==> config.mk <==
export PLATFORM = sky130hd
export DESIGN_NAME = speed_display_multi_flat
export DESIGN_NICKNAME = d
export VERILOG_FILES = /design/src/rtl/speed_display_multi_if.sv /design/src/rtl/speed_display_multi.sv /design/src/flat_wrapper.sv
export SDC_FILE = /design/constraint.sdc
export NUM_CORES = 1
export LEC_CHECK = 0
export ABC_AREA = 1
export BUFFER_PORTS_ARGS = -buffer_cell sky130_fd_sc_hd__buf_4
export CAP_MARGIN = 10
export CORE_MARGIN = 5
export CORE_UTILIZATION = 40
export CTS_CLUSTER_DIAMETER = 40
export DETAILED_ROUTE_END_ITERATION = 6
export GPL_ROUTABILITY_DRIVEN = 0
export PLACE_DENSITY_LB_ADDON = 0.3
export RECOVER_POWER = 25
export REMOVE_ABC_BUFFERS = 1
export SLEW_MARGIN = 20
export SYNTH_ARGS = -nofsm -noshare
export SYNTH_HDL_FRONTEND = slang
export SYNTH_SLANG_ARGS = --single-unit
==> constraint.sdc <==
create_clock -name i_clk -period 6.15 [get_ports i_clk]
set_input_delay 0.615 -clock i_clk [delete_from_list [all_inputs] [get_ports i_clk]]
set_output_delay 0.615 -clock i_clk [all_outputs]
set_load 0.02 [all_outputs]
==> src/rtl/speed_display_multi_if.sv <==
// Overlay-side bundle for the multi-digit speed display: pixel position, anchor,
// value/frame strobe in; foreground flag, busy and FSM state out.
interface speed_display_multi_if #(
   parameter int VAL_W = 10
);
   // Handshake: i_frame_start is a one-cycle strobe with no ready; it is accepted only
   // while o_busy=0 and dropped otherwise. o_valid is a per-pixel flag, not a transfer.
   logic             i_en;
   logic [12:0]      i_H_Cont;
   logic [12:0]      i_V_Cont;
   logic [12:0]      i_x;
   logic [12:0]      i_y;
   logic [VAL_W-1:0] i_value;
   logic             i_frame_start;
   logic             o_valid;
   logic             o_busy;
   logic [1:0]       o_dbg_state;

   modport master (
      output i_en, i_H_Cont, i_V_Cont, i_x, i_y, i_value, i_frame_start,
      input  o_valid, o_busy, o_dbg_state
   );

   modport slave (
      input  i_en, i_H_Cont, i_V_Cont, i_x, i_y, i_value, i_frame_start,
      output o_valid, o_busy, o_dbg_state
   );
endinterface

==> src/rtl/speed_display_multi.sv <==
// Multi-digit 7-segment overlay: sequential double-dabble BCD conversion committed once
// per frame, and a 2-stage pixel pipeline that renders DIGITS glyphs at (i_x,i_y).
module speed_display_multi #(
   parameter int DIGITS   = 3,
   parameter int VAL_W    = 10,
   parameter int WIDTH    = 18,
   parameter int HEIGHT   = 30,
   parameter int GAP      = 4,
   parameter int LZ_BLANK = 1
) (
   input  logic                 i_clk,
   input  logic                 i_rst_n,
   speed_display_multi_if.slave io_bus
);

   localparam int          CELL  = WIDTH + GAP;
   localparam int          SPAN  = DIGITS * CELL - GAP;
   localparam int          BCD_W = 4 * DIGITS;
   localparam int          K_W   = (DIGITS > 1) ? $clog2(DIGITS) : 1;
   localparam int          COL_W = $clog2(CELL);
   localparam int          ROW_W = $clog2(HEIGHT);
   localparam int          CNT_W = $clog2(VAL_W + 1);
   localparam logic [31:0] LIMIT = 32'(10 ** DIGITS);
   localparam int          T     = 3;
   localparam int          HM    = HEIGHT / 2;

   typedef enum logic [1:0] {
      S_IDLE   = 2'd0,
      S_CONV   = 2'd1,
      S_COMMIT = 2'd2
   } state_t;

   state_t            r_state, w_next;
   logic              w_capture, w_step, w_commit, w_sat;
   logic [VAL_W-1:0]  r_shift, r_cap;
   logic [BCD_W-1:0]  r_bcd, r_disp, w_bcd_adj;
   logic [CNT_W-1:0]  r_cnt;

   always_ff @(posedge i_clk) begin
      if (!i_rst_n) r_state <= S_IDLE;
      else          r_state <= w_next;
   end

   always_comb begin
      w_next    = r_state;
      w_capture = 1'b0;
      w_step    = 1'b0;
      w_commit  = 1'b0;
      case (r_state)
         S_IDLE: begin
            if (io_bus.i_frame_start) begin
               w_next    = S_CONV;
               w_capture = 1'b1;
            end
         end
         S_CONV: begin
            w_step = 1'b1;
            if (r_cnt == CNT_W'(VAL_W - 1)) w_next = S_COMMIT;
         end
         S_COMMIT: begin
            w_commit = 1'b1;
            w_next   = S_IDLE;
         end
         default: w_next = S_IDLE;
      endcase
   end

   // Only the low DIGITS nibbles are kept; higher BCD digits never feed back into them.
   always_comb begin
      w_bcd_adj = r_bcd;
      for (int i = 0; i < DIGITS; i++) begin
         if (r_bcd[i*4 +: 4] >= 4'd5) w_bcd_adj[i*4 +: 4] = r_bcd[i*4 +: 4] + 4'd3;
      end
   end

   assign w_sat = (32'(r_cap) >= LIMIT);

   always_ff @(posedge i_clk) begin
      if (!i_rst_n) begin
         r_shift <= '0;
         r_cap   <= '0;
         r_bcd   <= '0;
         r_disp  <= '0;
         r_cnt   <= '0;
      end else begin
         if (w_capture) begin
            r_shift <= io_bus.i_value;
            r_cap   <= io_bus.i_value;
            r_bcd   <= '0;
            r_cnt   <= '0;
         end
         if (w_step) begin
            r_bcd   <= {w_bcd_adj[BCD_W-2:0], r_shift[VAL_W-1]};
            r_shift <= r_shift << 1;
            r_cnt   <= r_cnt + CNT_W'(1);
         end
         if (w_commit) r_disp <= w_sat ? {DIGITS{4'h9}} : r_bcd;
      end
   end

   // Digit 0 is the most significant nibble; blanking runs left to right over zeros.
   logic [3:0]        w_dig [DIGITS];
   logic [DIGITS-1:0] w_blank;

   always_comb begin
      logic zero_run;
      zero_run = 1'b1;
      for (int k = 0; k < DIGITS; k++) begin
         w_dig[k]   = r_disp[(DIGITS-1-k)*4 +: 4];
         zero_run   = zero_run & (w_dig[k] == 4'd0);
         w_blank[k] = (LZ_BLANK != 0) && zero_run && (k != DIGITS - 1);
      end
   end

   function automatic logic glyph_px(input logic [3:0] d, input logic [ROW_W-1:0] row,
                                     input logic [COL_W-1:0] col);
      logic [6:0] m;
      int         r, c;
      logic       mid, left, right, up, lo;
      case (d)
         4'd0:    m = 7'b1111110;
         4'd1:    m = 7'b0110000;
         4'd2:    m = 7'b1101101;
         4'd3:    m = 7'b1111001;
         4'd4:    m = 7'b0110011;
         4'd5:    m = 7'b1011011;
         4'd6:    m = 7'b1011111;
         4'd7:    m = 7'b1110000;
         4'd8:    m = 7'b1111111;
         4'd9:    m = 7'b1111011;
         default: m = 7'b0000000;
      endcase
      r     = int'(row);
      c     = int'(col);
      mid   = (c >= T) && (c < WIDTH - T);
      left  = (c < T);
      right = (c >= WIDTH - T) && (c < WIDTH);
      up    = (r >= T) && (r < HM - 1);
      lo    = (r >= HM + 1) && (r < HEIGHT - T);
      return (m[6] && (r < T) && mid) ||
             (m[5] && up && right) ||
             (m[4] && lo && right) ||
             (m[3] && (r >= HEIGHT - T) && (r < HEIGHT) && mid) ||
             (m[2] && lo && left) ||
             (m[1] && up && left) ||
             (m[0] && (r >= HM - 1) && (r < HM + 1) && mid);
   endfunction

   // Stage 1: signed offsets keep pixels left of / above the anchor out of range.
   logic signed [13:0] w_dx, w_dy;
   logic [K_W-1:0]     w_k;
   logic [COL_W-1:0]   w_col;
   logic               w_in;

   assign w_dx  = $signed({1'b0, io_bus.i_H_Cont}) - $signed({1'b0, io_bus.i_x});
   assign w_dy  = $signed({1'b0, io_bus.i_V_Cont}) - $signed({1'b0, io_bus.i_y});
   assign w_k   = K_W'(w_dx[12:0] / 13'(CELL));
   assign w_col = COL_W'(w_dx[12:0] % 13'(CELL));
   assign w_in  = !w_dx[13] && !w_dy[13] && (w_dy[12:0] < 13'(HEIGHT)) &&
                  (w_dx[12:0] < 13'(SPAN)) && (w_col < COL_W'(WIDTH));

   logic [K_W-1:0]   r_k;
   logic [COL_W-1:0] r_col;
   logic [ROW_W-1:0] r_dy;
   logic             r_in, r_en, r_valid;

   always_ff @(posedge i_clk) begin
      if (!i_rst_n) begin
         r_k     <= '0;
         r_col   <= '0;
         r_dy    <= '0;
         r_in    <= 1'b0;
         r_en    <= 1'b0;
         r_valid <= 1'b0;
      end else begin
         r_k     <= w_in ? w_k : '0;
         r_col   <= w_col;
         r_dy    <= w_dy[ROW_W-1:0];
         r_in    <= w_in;
         r_en    <= io_bus.i_en;
         r_valid <= r_en && r_in && glyph_px(w_dig[r_k], r_dy, r_col) && !w_blank[r_k];
      end
   end

   assign io_bus.o_valid     = r_valid;
   assign io_bus.o_busy      = (r_state != S_IDLE);
   assign io_bus.o_dbg_state = r_state;

endmodule
==> src/flat_wrapper.sv <==
// flat-port wrapper written by rule: the top's interface ports become plain ports
module speed_display_multi_flat 
#(
   parameter int DIGITS   = 3,
   parameter int VAL_W    = 10,
   parameter int WIDTH    = 18,
   parameter int HEIGHT   = 30,
   parameter int GAP      = 4,
   parameter int LZ_BLANK = 1
)
  (i_clk, i_rst_n, io_bus_i_en, io_bus_i_H_Cont, io_bus_i_V_Cont, io_bus_i_x, io_bus_i_y, io_bus_i_value, io_bus_i_frame_start, io_bus_o_valid, io_bus_o_busy, io_bus_o_dbg_state);
  speed_display_multi_if #(.VAL_W(VAL_W)) io_bus_i ();
  input  logic i_clk;
  input  logic i_rst_n;
  input wire logic [$bits(io_bus_i.i_en)-1:0] io_bus_i_en;
  input wire logic [$bits(io_bus_i.i_H_Cont)-1:0] io_bus_i_H_Cont;
  input wire logic [$bits(io_bus_i.i_V_Cont)-1:0] io_bus_i_V_Cont;
  input wire logic [$bits(io_bus_i.i_x)-1:0] io_bus_i_x;
  input wire logic [$bits(io_bus_i.i_y)-1:0] io_bus_i_y;
  input wire logic [$bits(io_bus_i.i_value)-1:0] io_bus_i_value;
  input wire logic [$bits(io_bus_i.i_frame_start)-1:0] io_bus_i_frame_start;
  output wire logic [$bits(io_bus_i.o_valid)-1:0] io_bus_o_valid;
  output wire logic [$bits(io_bus_i.o_busy)-1:0] io_bus_o_busy;
  output wire logic [$bits(io_bus_i.o_dbg_state)-1:0] io_bus_o_dbg_state;
  assign io_bus_i.i_en = io_bus_i_en;
  assign io_bus_i.i_H_Cont = io_bus_i_H_Cont;
  assign io_bus_i.i_V_Cont = io_bus_i_V_Cont;
  assign io_bus_i.i_x = io_bus_i_x;
  assign io_bus_i.i_y = io_bus_i_y;
  assign io_bus_i.i_value = io_bus_i_value;
  assign io_bus_i.i_frame_start = io_bus_i_frame_start;
  assign io_bus_o_valid = io_bus_i.o_valid;
  assign io_bus_o_busy = io_bus_i.o_busy;
  assign io_bus_o_dbg_state = io_bus_i.o_dbg_state;
  speed_display_multi #(.DIGITS(DIGITS), .VAL_W(VAL_W), .WIDTH(WIDTH), .HEIGHT(HEIGHT), .GAP(GAP), .LZ_BLANK(LZ_BLANK)) u_core (.i_clk(i_clk), .i_rst_n(i_rst_n), .io_bus(io_bus_i));
endmodule
Word level (Yosys, flattened, before mapping)
Memory sizes are Yosys's and may differ from the RTL's. Index checks and enable logic that the tools add are counted.

$add $sub $neg: 6. Multipliers: 0. Div/mod/pow operators: 2. Magnitude comparators: 23. Equal/unequal tests: 5. Shift-type cells: 0. Multiplexer cells: 23. Bitwise logic cells: 3. Reductions and logical operators: 44.

Operators with widths (count): 12-bit 2-to-1 mux (3); 13-bit by 13-bit subtractor with 14-bit output (2); 1-bit logical AND (27); 5-bit < comparator (second input constant) (5); 4-bit 2-to-1 mux (6); 10-bit 2-to-1 mux (2); 13-bit by 5-bit divider with 13-bit output (second input constant) (1); 13-bit by 5-bit < comparator with 1-bit output (second input constant) (1); 13-bit by 6-bit < comparator with 1-bit output (second input constant) (1); 13-bit by 5-bit remainder unit with 13-bit output (second input constant) (1); 4-bit by 3-bit >= comparator with 1-bit output (second input constant) (3); 10-bit >= comparator (second input constant) (1); 5-bit by 2-bit >= comparator with 1-bit output (second input constant) (2); 5-bit by 4-bit >= comparator with 1-bit output (second input constant) (2); 5-bit >= comparator (second input constant) (2); 5-bit by 2-bit < comparator with 1-bit output (second input constant) (2); 5-bit by 4-bit < comparator with 1-bit output (second input constant) (2); 4-bit by 2-bit adder with 4-bit output (second input constant) (2); 4-bit binary-select mux with 2-bit select (1); 4-bit logical NOT (2); 7-bit 2-to-1 mux (1); 1-bit logical OR (6); 1-bit 2-to-1 mux (5); 4-bit by 1-bit adder with 4-bit output (second input constant) (1); other kinds (20) (25).

Flip-flop bits (word level): 65. Latch bits: 0. RAM bits: 0. Memory bits (read-only): 112. Input port bits: 66. Output and inout port bits: 4. Word-level logic and storage cells: 120. Memories: 1.

Memories: (no name shown) (depth 16, width 7, rd ports 1, clocked after memory_dff 0, wr ports 0, line speed_display_multi.sv:120) `case (d)`.

Longest topological paths before layout
An unclocked memory read counts as a cell.

Word-level depth: 16. Mapped depth: 66. Gate-level depth less buffers: 66.

Worst setup path before layout
Ideal clock, no wire load.

Path kind: input to register. From: input port io_bus_i_H_Cont[0]. To: register u_core.r_k[0]. Data arrival time: 5645 ps. Slack: 394 ps. Stages on the path: 58. Path buffers: 0. Cell sequence: inv_1 ha_1 fa_1 o21ai_2 nand3_1 nand3_1 nand2_1 nand2_2 nand2_1 nand2_1 nand3_2 nand2_2 nand2_4 nand2_2 nand2_1 nand3_2 nand2_4 nand2_4 [... 22 more ...] nand3_2 nand2_4 nand2_4 nand2_4 nand2_1 nand2_1 inv_2 ha_1 a21oi_1 nand2_1 nand2_4 nand2_4 nand2_2 nand2_2 nor2_1 nand2_1 nand3_2 nor2_1.

Word-level cells in the longest chain between the ends: 7. Elaborated cells on any way between the ends: 11. Classes of those cells: add/sub (1); div (2); order compare (2); reduce/logical (6).

Ends and longest elaborated chain: from (decl) (line flat_wrapper.sv:16) `input wire logic [$bits(io_bus_i.i_H_Cont)-1:0] io_bus_i_H_Cont;`; 13-bit by 13-bit subtractor with 14-bit output (*) (line speed_display_multi.sv:155) `assign w_dx = $signed({1'b0, io_bus.i_H_Cont}) - $signed({1'b0, io_bus.i_x});`; branches (longest 6 deep; another with 13-bit by 5-bit remainder unit with 13-bit output); to (signal assigned) (line speed_display_multi.sv:176) `r_k <= w_in ? w_k : '0;`; to (decl) (line speed_display_multi.sv:162) `logic [K_W-1:0] r_k;`.

Mark *: on every way between the ends. A chain may end at the register's enable or synchronous reset.

Worst setup path in the final report
Same ends and word-level chain as after synthesis.

==> impl_metrics.toml <==
[finish]
n_antenna_cell = 0
fill_cells = 1297
final_common_cell = "nand2_1"
area_delta_synth_final_pct = 31.26
fin_nets = 1020
final_util_pct = 53.27
drive_gt1_share_pct = 30.02
layout_common_cells = "nand2_1, inv_1, buf_4"

[yosys]
synth_fa_ha_area_share_pct = 10.37
yosysWarnings = 0
netlist_instances = 820
synth-compound-area-share_pct = 16.29
synth_cell_types = 43
syn_area_mm2 = 0.005331
yosys.area_share.simple_pct = 34.69
synth_top_family_by_area = "simple AND/OR/NAND/NOR gates"
synth_seq_cells = 62
ys_seq_area_share_pct = 23.28
synth-xor-area-share_pct = 3.098
synthMuxAreaShare_pct = 0
avgSynthCellArea_um2 = 6.502

[hold_path]
hold_path_class = "flip-flop to flip-flop"

[clock_network]
clk_pin_slew_ns = 0.05
numCtsBuffers = 9
clockBufferDepth = 2
cts_tree = "yes"
root_buffer = "clkbuf_16"
h-tree-depth = 3
worstSkewPairLatency_ns = 0.33
cts_sinks = 62
hold_buffers = 0

[global_routing]
grt_max_degree = 32
antenna_found_initial = 0
grt_pass1_vias = 4847
track_usage_pct = 15.90
grt-ovfl-total = 0
grt_pass1_wl_um = 21560

[floorplanning]
die_h_um = 125.5
dieWidth_um = 125.5
dieArea_mm2 = 0.01574
initial_core_util_pct = 40.58
rows = 42
core_mm2 = 0.01314
pin_count = 70

[routing]
vias = 5402
drt_iter0_drc = 269
viasPerCell = 4.947
dr.pass1.iters = 4
wl_um = 13370
drc = 0
wire_per_inst_um = 12.25
detail-route-antenna-nets = 0

[sta]
setup_viol = 0
fmax_mhz = 168.2
fin_crit_ns = 5.945
finalHoldViolCount = 0
slew_viol_final = 0
fin_worst_skew_ns = 0.003952
worstMarginPinSlew_ns = 1.366
rsz0062_at_grt = "true"
post-route-period-util_pct = 96.67
slew_headroom_pct = 8.928

[setup_path]
required_ns = 6.37
worstPathArrival_ns = 6.17
cpPeakStageDelay_ns = 0.43
critical_path_buf_inv_count = 5
end_kind = "flip-flop"
crit_family = "simple AND/OR/NAND/NOR gates"
crit_slowest_cell = "fa_2"
critPathKind = "input port to flip-flop"
crit_path_frequent_cell = "nand2_4"
startpoint_type = "input port"
crit_path_max_fanout = 6

[run]
maxCapViolations = 0

[outcome]
status = "complete, no violations"

[placed_design]
io_buffer_count = 69
dp_hpwl_um = 10060
[logic make-up after synthesis]
family                   after synthesis
AO/OA/AOI/OAI                        149
XOR/XNOR                              18
adder cells (fa/ha/maj)               43
buffers and inverters                170
flip-flops                            62
AND/OR/NAND/NOR                      378
[area by class of cell]
cell class	instances	area, µm²	share of cell area [%]
tap	176	220.2	3.147
sequential	62	1241	17.74
clock inverter	7	75.07	1.073
timing repair buffer	94	698.2	9.977
clock buffer	9	225.2	3.218
multi-input combinational	588	3934	56.21
inverter	156	604.3	8.636
[synthesized netlist by cell type, drive strengths merged]
library cell  instances  area (µm²)
a2111oi               1       8.760
a211oi                3       22.52
a21oi                58       290.3
a221oi                3       26.28
a22oi                 1       7.510
a31oi                 7       43.79
and3                  1       6.260
bufinv                1       17.52
clkbuf               14       52.55
clkinv                5       21.27
dfxtp                62        1241
fa                    2       40.04
ha                   41       513.0
inv                 150       563.0
nand2               226        1071
nand3                67       375.4
nand3b                2       15.01
nand4                12       75.07
nor2                 58       240.2
nor3                  7       35.03
nor4                  2       12.51
o2111ai               4       35.03
o211ai                6       45.04
o21a                  1       7.510
o21ai                49       256.5
o21bai                4       30.03
o221ai                6       52.55
o22ai                 4       25.02
o311ai                1       8.760
o32ai                 1       8.760
or2                   3       18.77
xnor2                 9       86.34
xor2                  9       78.83
[layer usage]
layer	routed length [µm]	part of all wire (%)	global-route usage, %	up-vias
met5	0	0	0	-
met4	208	1.6	3.253	0
met3	441	3.3	3.028	18
met2	6297	47	25.36	85
met1	6427	48	22.43	2460
li1	-	-	-	2839
[repair_timing]
item	4_1_cts	5_1_grt
endpoints found under the setup margin	0	7
buffers inserted	0	13
gates resized for setup	0	114
[registers in the layout (all words and copies together), names as in the netlist, 2 cells and up]
signal                     flops
u_core.r_bcd                  12
u_core.r_disp                 12
u_core.r_shift                10
u_core.r_cap                   7
u_core.r_col                   5
u_core.r_dy                    5
u_core.r_cnt                   4
u_core.io_bus.o_dbg_state      2
u_core.r_k                     2
[tightest hold or removal path: stages (launching register included)]
cell and delay [ns]:
dfxtp_1 0.29, o2111ai_1 0.07, nor2_1 0.05
[path summary, 6_finish.rpt]
| check | start | slack [ns] | cells past startpoint | to |
|---|---|---|---|---|
| min reg2reg | u_core.r_en | 0.46 | 2 | u_core.io_bus.o_valid |
| max reg2reg | u_core.io_bus.o_dbg_state[1] | 3.50 | 6 | u_core.r_shift[1] |
| min | u_core.r_en | 0.46 | 2 | u_core.io_bus.o_valid |
| max | io_bus_i_H_Cont[0] | 0.20 | 59 | u_core.r_k[0] |
[stage by stage]
| stage | hold slack [ns] | setup slack [ns] | instance area (µm²) | TNS, ns | std cells |
|---|---|---|---|---|---|
| floorplan | 0.4258 | 0.3940 | 5279 | 0 | 806 |
| global placement | 0.4554 | 0.01318 | 6107 | 0 | 1063 |
| detailed placement | 0.4554 | -0.1540 | 6107 | -0.5203 | 1063 |
| CTS | 0.4678 | 0.1252 | 6407 | 0 | 1079 |
| global route | 0.4790 | -0.1870 | 6998 | -0.5911 | 1092 |
| finish | 0.4639 | 0.2046 | 6998 | 0 | 1092 |
Power is left out: the tool's default activity adds up to more than one toggle a clock period on the data nets, which glitch-free logic cannot reach.
